File: config.mk
export PLATFORM = sky130hd
export DESIGN_NAME = wb_arbiter
export DESIGN_NICKNAME = d
export VERILOG_FILES = /design/src/rtl/wb_arbiter.sv
export SDC_FILE = /design/constraint.sdc
export NUM_CORES = 1
export LEC_CHECK = 0
export CORE_MARGIN = 10
export CORE_UTILIZATION = 49
export CTS_CLUSTER_DIAMETER = 40
export DETAILED_ROUTE_END_ITERATION = 8
export PLACE_DENSITY = 0.9
export REMOVE_ABC_BUFFERS = 1
export SYNTH_ARGS = -nofsm -noshare
export SYNTH_HDL_FRONTEND = slang
export SYNTH_SLANG_ARGS = --single-unit
export TNS_END_PERCENT = 30
File: constraint.sdc
create_clock -name clk -period 2.9 [get_ports clk]
set_input_delay 0.58 -clock clk [delete_from_list [all_inputs] [get_ports clk]]
set_output_delay 0.58 -clock clk [all_outputs]
set_load 0.02 [all_outputs]
File: src/rtl/wb_arbiter.sv
// rtl/wb_arbiter.sv - two-requester writeback arbiter with register-file write port and pending-write scoreboard
//
// Purpose:
//   Arbitrates two writeback requesters onto one register-file write port
//   (round robin on contention), registers that write port, and keeps a
//   per-register count of issued-but-not-yet-written results so the decode
//   stage can stall on RAW/WAW hazards.
//
// Ports:
//   clk, reset                    clock, synchronous active-high reset
//   req0_valid/addr/data/pc       requester 0 (load/ALU pipeline)
//   req0_ready                    requester 0 granted this cycle
//   req1_valid/addr/data/pc       requester 1 (mult/div unit)
//   req1_ready                    requester 1 granted this cycle
//   mark_valid, mark_addr         an issued instruction will later write mark_addr
//   rs_addr, rt_addr              source registers of the decoding instruction
//   rs_use, rt_use                source actually read
//   stall                         decoding instruction must hold
//   rf_we, rf_a3, rf_wd, rf_pc    registered register-file write port
//   err                           sticky pending-counter overflow/underflow

module wb_arbiter #(
  parameter int CNT_W = 2
) (
  input  logic        clk,
  input  logic        reset,
  input  logic        req0_valid,
  input  logic [4:0]  req0_addr,
  input  logic [31:0] req0_data,
  input  logic [31:0] req0_pc,
  output logic        req0_ready,
  input  logic        req1_valid,
  input  logic [4:0]  req1_addr,
  input  logic [31:0] req1_data,
  input  logic [31:0] req1_pc,
  output logic        req1_ready,
  input  logic        mark_valid,
  input  logic [4:0]  mark_addr,
  input  logic [4:0]  rs_addr,
  input  logic [4:0]  rt_addr,
  input  logic        rs_use,
  input  logic        rt_use,
  output logic        stall,
  output logic        rf_we,
  output logic [4:0]  rf_a3,
  output logic [31:0] rf_wd,
  output logic [31:0] rf_pc,
  output logic        err
);

  localparam logic [CNT_W-1:0] CNT_MAX = '1;

  logic             grant0, grant1;
  logic             last_grant_q, last_grant_d;
  logic             rf_we_q, rf_we_d;
  logic [4:0]       rf_a3_q, rf_a3_d;
  logic [31:0]      rf_wd_q, rf_wd_d;
  logic [31:0]      rf_pc_q, rf_pc_d;
  logic             err_q, err_d;
  logic [CNT_W-1:0] cnt_q [1:31];
  logic [CNT_W-1:0] cnt_d [1:31];
  logic [31:0]      inc_vec, dec_vec, busy_vec;

  // On contention the requester not granted last time wins.
  always_comb begin
    grant0 = req0_valid & (~req1_valid | last_grant_q);
    grant1 = req1_valid & (~req0_valid | ~last_grant_q);
  end

  assign req0_ready = grant0;
  assign req1_ready = grant1;

  always_comb begin
    last_grant_d = last_grant_q;
    rf_we_d      = 1'b0;
    rf_a3_d      = rf_a3_q;
    rf_wd_d      = rf_wd_q;
    rf_pc_d      = rf_pc_q;
    if (grant0) begin
      last_grant_d = 1'b0;
      rf_we_d      = |req0_addr;
      rf_a3_d      = req0_addr;
      rf_wd_d      = req0_data;
      rf_pc_d      = req0_pc;
    end else if (grant1) begin
      last_grant_d = 1'b1;
      rf_we_d      = |req1_addr;
      rf_a3_d      = req1_addr;
      rf_wd_d      = req1_data;
      rf_pc_d      = req1_pc;
    end
  end

  // Decrement happens on the edge that actually writes the register file,
  // so a register only reads not-busy once the new value is in place.
  always_comb begin
    inc_vec = mark_valid ? (32'd1 << mark_addr) : 32'd0;
    dec_vec = rf_we_q ? (32'd1 << rf_a3_q) : 32'd0;
    err_d   = err_q;
    for (int r = 1; r < 32; r++) begin
      cnt_d[r] = cnt_q[r];
      if (inc_vec[r] && !dec_vec[r]) begin
        if (cnt_q[r] == CNT_MAX) err_d = 1'b1;
        else                     cnt_d[r] = cnt_q[r] + 1'b1;
      end else if (dec_vec[r] && !inc_vec[r]) begin
        if (cnt_q[r] == '0) err_d = 1'b1;
        else                cnt_d[r] = cnt_q[r] - 1'b1;
      end
    end
  end

  always_comb begin
    busy_vec[0] = 1'b0;
    for (int r = 1; r < 32; r++) busy_vec[r] = |cnt_q[r];
    stall = (rs_use & busy_vec[rs_addr]) | (rt_use & busy_vec[rt_addr]);
  end

  always_ff @(posedge clk) begin
    if (reset) begin
      last_grant_q <= 1'b1;
      rf_we_q      <= 1'b0;
      rf_a3_q      <= '0;
      rf_wd_q      <= '0;
      rf_pc_q      <= '0;
      err_q        <= 1'b0;
      for (int r = 1; r < 32; r++) cnt_q[r] <= '0;
    end else begin
      last_grant_q <= last_grant_d;
      rf_we_q      <= rf_we_d;
      rf_a3_q      <= rf_a3_d;
      rf_wd_q      <= rf_wd_d;
      rf_pc_q      <= rf_pc_d;
      err_q        <= err_d;
      for (int r = 1; r < 32; r++) cnt_q[r] <= cnt_d[r];
    end
  end

  assign rf_we = rf_we_q;
  assign rf_a3 = rf_a3_q;
  assign rf_wd = rf_wd_q;
  assign rf_pc = rf_pc_q;
  assign err   = err_q;

endmodule

==> metrics, run 1 <==
result of the run finished clean; setup repair after global routing missed its margin yes; PortBufs 233; predominant post-synthesis flop cell sky130_fd_sc_hd__dfxtp_1; transition time at the pin with the least slew margin 749 ps; final routed wirelength across all metal layers 33.6 mm; per-cell routed wire length 19.4 µm; Hold Vio Cnt, Final 0; global placement routability congestion 1.00; violation count after the first detailed-route iteration 818; count of pins over their slew limit 0; multiplexer area fraction after synthesis 0.0218; critical-path cell with the highest stage delay sky130_fd_sc_hd__or4b_1; Finished Cell Area 12500 µm²; number of antenna violations at the first check in global routing 1; compound-gate portion of the synthesized area 0.153; core utilization of the finished layout 0.746; biggest area contributors in the synthesized netlist sky130_fd_sc_hd__dfxtp_1 (32%), sky130_fd_sc_hd__nor2_1 (12%), sky130_fd_sc_hd__ha_1 (9.2%); layout filler cell count 1138; P&R area growth vs syn 48.2%; Worst R2R Start rf_a3[0]; number of flops mapped to enable cells by yosys 0; horizontal die dimension 151 µm; xor/xnor cell area share of the yosys netlist 0; accumulated negative setup slack 0 ps; latest clock arrival within the worst-skew pair 430 ps; register bit total from synthesis 134; final-stage net count 1719; most frequent CP cell sky130_fd_sc_hd__buf_6; post-synthesis cell area 8440 µm²; length of the first detailed-routing pass in iterations 6; buffer type at the clock tree root sky130_fd_sc_hd__clkbuf_16; FP Rows 47; synthesized instance count 1178; ordered list of cells on the worst path buf_2 > buf_6 > buf_6 > buf_6 > a2111oi_4 > nor4_1 > or4b_1 > o211ai_2 > buf_6; first-pass GRT wire length 51.3 mm; layout cells sized above 1 0.128; post-route clock period utilization 0.982; crit end category output pin; placed cell area 11700 µm²; remaining antenna violation count after routing 0; arrival time of data at the critical path endpoint 2270 ps; Synthesis Warnings 0; vias in the first global route 9745; maximum vdd ir drop 0.428 mV; upper clock frequency limit 351 MHz; Leak Pwr 0.00541 µW; source of the critical timing path rt_addr[0]; area enclosed by the die boundary 22900 µm²; power density of the placed cells 413 nW/µm²; DPL Wire Length 25.6 mm; syn_area_per_cell 7.16 µm²; skew final 9.39 ps; minimum clock period 2850 ps; top-level I/O count 234; path type of the worst min-delay path reg2reg; biggest cell delay along the critical path 490 ps; sequential standard cell area 2680 µm²; area of combinational cells with multiple inputs 5300 µm²; overall via count from detail_route 10065; async set or reset register ratio after synthesis 0; buffering stage count on the worst path with inverters included 5; Synth area leader sky130_fd_sc_hd__dfxtp_1; share of synthesized cell area in full adder, half adder and majority cells 0.0919; count of unresolved DRC violations after routing 0; cell with the most instances after synthesis sky130_fd_sc_hd__nor2_1; kind of cell with the highest combined delay on the critical path buffers and inverters; # setup viols final 0; worst hold path startpoint rf_wd[26]; Required @ worst endpoint 2320 ps; number of different library cells in the post-synthesis netlist 48; fraction of post-synthesis cell area in the top cell type by area 0.318; Clock Pin Slew Worst Setup and Hold Paths 60 ps; kind of start point of the critical path input port; detail-routed via count per cell 5.81; largest driver fanout on the critical path 4; most frequent cells after synthesis sky130_fd_sc_hd__nor2_1 (281), sky130_fd_sc_hd__dfxtp_1 (134), sky130_fd_sc_hd__nand2_1 (91); total number of H-tree levels 4; effective utilization at floorplan 0.504; aggregate global routing overflow 0; CTS buffer count 17; total number of clock tree sinks 134; max-capacitance violation count 0; Core Region 16800 µm²; tightest slew margin relative to the limit 0.500; post-synthesis sequential area ratio 0.318; largest net degree at the start of global routing 70; TritonCTS clock tree done; maximum buffer depth of the clock tree 2; simple-gate area share of the yosys netlist 0.350; critical path class in2out; die span in y 151 µm; global-route total usage across every layer 0.284; combinational family with the most area after synthesis simple AND/OR/NAND/NOR gates
-- stage by stage --
| step | total power (µW) | setup WS (ps) | hold slack (ps) | std cells |
|---|---|---|---|---|
| floorplan | 2390 | 184 | 479 | 1116 |
| global placement | 3000 | -724 | 484 | 1688 |
| detailed placement | 3020 | -737 | 488 | 1688 |
| CTS | 5160 | 3.84 | 497 | 1726 |
| global route | 5330 | -9.33 | 517 | 1731 |
| finish | 5160 | 52.0 | 495 | 1731 |
-- path summary, 6_finish.rpt --
kind                     to  slack, ps  depth (start not counted)
setup / recovery      stall         50                          9
hold / removal    rf_wd[26]        500                          2
setup reg to reg        err        230                          8
hold reg to reg   rf_wd[26]        500                          2
-- flip-flops by register name, summed over array words and instances, names as in the netlist --
name and count:
cnt_q 62, rf_pc 32, rf_wd 32, rf_a3 5, err 1, last_grant_q 1
rf_we 1
-- where the power goes --
part / leakage (µW) / internal, µW / switching (µW)
logic: 0.00404 / 524 / 510
registers: 0.00110 / 1930 / 60.8
clock network: 0.000268 / 1200 / 936
-- per-layer routing --
metal,GRT usage,wire (µm),up-vias
li1,-,-,4752
met3,0.0916,3300,132
met2,0.478,16000,519
met1,0.312,12300,4662
met4,0.154,2030,0
met5,0,0,-
-- cells in the final DEF (no fill, tap or decap), types with 17 or more instances in the layout --
cell and n:
sky130_fd_sc_hd__ha_1 62, sky130_fd_sc_hd__inv_1 77, sky130_fd_sc_hd__nand2_1 89, sky130_fd_sc_hd__clkdlybuf4s50_1 223
sky130_fd_sc_hd__o21ai_0 82, sky130_fd_sc_hd__clkbuf_16 17, sky130_fd_sc_hd__nor4b_1 26, sky130_fd_sc_hd__dfxtp_1 134
sky130_fd_sc_hd__buf_4 117, sky130_fd_sc_hd__nor3_1 41, sky130_fd_sc_hd__nor2_1 281, sky130_fd_sc_hd__nor4_1 68
sky130_fd_sc_hd__nand3_1 22, sky130_fd_sc_hd__a21oi_1 56, sky130_fd_sc_hd__nor2b_1 29
-- area by class of cell --
cell class / count / area share
Antenna cell: 1 / 0.000200
Clock buffer: 17 / 0.0340
Clock inverter: 15 / 0.0117
Inverter: 78 / 0.0234
Multi-Input combinational cell: 904 / 0.424
Sequential cell: 134 / 0.215
Tap cell: 220 / 0.0220
Timing Repair Buffer: 362 / 0.271
-- repair_timing --
item,CTS,global route
buffers inserted,6,4
gates resized for setup,32,15
pin swaps,6,6
hold buffers,0,0
setup endpoints to repair,1,2
cloned,0,0
-- cell families (layout without fill, tap and decap cells) --
group           count (synthesis)  in the layout
simple gates                  615            615
fa+ha+maj                      62             62
other cells                     0              1
flops                         134            134
compound gates                215            215
buf+inv                       140            472
mux                            12             12
-- worst reg2reg max path, delay by kind of cell, from the launching register on --
family                     cells  cell delay [ps]
adders and majority gates      1              220
and+or+nand+nor                4             1170
AOI/OAI and AO/OA              2              420
buffers and inverters          1              150
DFF                            1              550
(Power assumes the default switching activity.)
==> inputs of run 2 (changes only) <==
Settings changed: TNS_END_PERCENT 30 to 100.
==> metrics, run 2 (synthesis results as in run 1) <==
Finished Cell Area 12500 µm² (about the same); Leak Pwr 0.00541 µW (about the same); maximum vdd ir drop 0.424 mV (was 0.428 mV); overall via count from detail_route 10087 (was 10065); layout filler cell count 1135 (was 1138); largest driver fanout on the critical path 3 (was 4); top-level I/O count 234 (unchanged); remaining antenna violation count after routing 0 (unchanged); buffer type at the clock tree root sky130_fd_sc_hd__clkbuf_16 (unchanged); global-route total usage across every layer 0.284 (unchanged); Clock Pin Slew Worst Setup and Hold Paths 60 ps (about the same); total number of clock tree sinks 134 (unchanged); length of the first detailed-routing pass in iterations 6 (unchanged); Hold Vio Cnt, Final 0 (unchanged); core utilization of the finished layout 0.747 (was 0.746); per-cell routed wire length 19.5 µm (was 19.4 µm); arrival time of data at the critical path endpoint 2250 ps (was 2270 ps); PortBufs 233 (unchanged); layout cells sized above 1 0.129 (was 0.128); setup repair after global routing missed its margin no (was yes); number of antenna violations at the first check in global routing 1 (unchanged); vias in the first global route 9745 (unchanged); Placement Setup Slack -737 ps (unchanged); TritonCTS clock tree done (unchanged); hold slack 496 ps (was 495 ps); top library cells by usage in the layout, fill and taps aside sky130_fd_sc_hd__nor2_1 (281), sky130_fd_sc_hd__clkdlybuf4s50_1 (223), sky130_fd_sc_hd__dfxtp_1 (134) (unchanged); horizontal die dimension 151 µm (unchanged); post-route clock period utilization 0.977 (was 0.982); path type of the worst min-delay path reg2reg (unchanged); transition time at the pin with the least slew margin 754 ps (was 749 ps); max-capacitance violation count 0 (unchanged); CTS buffer count 17 (unchanged); latest clock arrival within the worst-skew pair 430 ps (about the same); final-stage net count 1719 (unchanged); area enclosed by the die boundary 22900 µm² (unchanged); total number of H-tree levels 4 (unchanged); skew final 10.5 ps (was 9.39 ps); violation count after the first detailed-route iteration 894 (was 818); Required @ worst endpoint 2320 ps (about the same); Core Region 16800 µm² (unchanged); FP Rows 47 (unchanged); global placement routability congestion 1.00 (unchanged); die span in y 151 µm (unchanged); upper clock frequency limit 353 MHz (was 351 MHz); hold buffers post-CTS 0 (unchanged); tightest slew margin relative to the limit 0.497 (was 0.500); first-pass GRT wire length 51.3 mm (unchanged); DPL Wire Length 25.6 mm (unchanged); largest net degree at the start of global routing 70 (unchanged); count of unresolved DRC violations after routing 0 (unchanged); register with the most flip-flops cnt_q (unchanged); # setup viols final 0 (unchanged); final setup slack of the worst path 66.0 ps (was 52.0 ps); maximum buffer depth of the clock tree 2 (unchanged); most common cell after layout, fill and taps aside sky130_fd_sc_hd__nor2_1 (unchanged); crit end category output pin (unchanged); count of pins over their slew limit 0 (unchanged); aggregate global routing overflow 0 (unchanged); result of the run finished clean (unchanged); power density of the placed cells 412 nW/µm² (was 413 nW/µm²); detail-routed via count per cell 5.82 (was 5.81); effective utilization at floorplan 0.504 (unchanged); minimum clock period 2830 ps (was 2850 ps); P&R area growth vs syn 48.3% (was 48.2%); kind of start point of the critical path input port (unchanged); placed cell area 11700 µm² (unchanged); Largest register FFs 62 (unchanged); final routed wirelength across all metal layers 33.7 mm (was 33.6 mm); critical path class in2out (unchanged)
[run 2: cell count changes in the layout (fill, tap and decap cells not counted)]
cell and delta:
sky130_fd_sc_hd__a2111oi_2 +1, sky130_fd_sc_hd__nor4_2 +1, sky130_fd_sc_hd__diode_2 +1, sky130_fd_sc_hd__dlygate4sd2_1 -1, sky130_fd_sc_hd__clkdlybuf4s15_1 +1, sky130_fd_sc_hd__a2111oi_1 -1, sky130_fd_sc_hd__nor4_1 -1
[run 2: layout make-up]
class | count | area [µm²] | share of cell area
repair buffers | 362 | 3380 | 0.270
clock inverters | 15 | 146 | 0.0117
diodes | 2 | 5.00 | 0.000400
well taps | 220 | 275 | 0.0220
clock buffers | 17 | 425 | 0.0340
multi-input cells | 904 | 5310 | 0.424
flip-flops and latches | 134 | 2680 | 0.214
inverters | 78 | 293 | 0.0234
[run 2: path summary, 6_finish.rpt]
check / cells after the start / slack (ps) / from / end
setup / recovery: 10 / 70 / rt_addr[0] / stall
hold / removal: 2 / 500 / rf_pc[27] / rf_pc[27]
setup reg to reg: 8 / 220 / rf_a3[0] / err
hold reg to reg: 2 / 500 / rf_pc[27] / rf_pc[27]
[run 2: layer usage]
metal / vias to the layer above / track usage / share of wire / routed length (µm)
li1: 4749 / - / - / -
met1: 4693 / 0.312 / 0.37 / 12400
met2: 516 / 0.478 / 0.47 / 16000
met3: 129 / 0.0916 / 0.096 / 3240
met4: 0 / 0.154 / 0.062 / 2110
met5: - / 0 / 0 / 0
[run 2: stage by stage]
step           power [µW]  TNS (ps)  cells
2_1_floorplan        2390         0   1116
3_3_place_gp         3000      -942   1688
3_5_place_dp         3020     -1010   1688
4_1_cts              5160         0   1726
5_1_grt              5330         0   1731
6_report             5160         0   1732
[run 2: critical path, stage by stage]
cell                        delay, ps
sky130_fd_sc_hd__buf_2             90
sky130_fd_sc_hd__buf_6            100
sky130_fd_sc_hd__buf_6            100
sky130_fd_sc_hd__buf_12            90
sky130_fd_sc_hd__nor3_1            60
sky130_fd_sc_hd__a2111oi_4        350
sky130_fd_sc_hd__nor4_2            60
sky130_fd_sc_hd__or4b_1           490
sky130_fd_sc_hd__o211ai_2         190
sky130_fd_sc_hd__buf_6            150
[run 2: timing repair]
action,CTS,global route
setup endpoints to repair,1,2
resized for setup,32,18
pin swaps,6,7
buffers inserted,6,4
[run 2: where the power goes]
group	internal (µW)	switching (µW)
sequential	1930	60.9
combinational	524	511
clock	1200	930
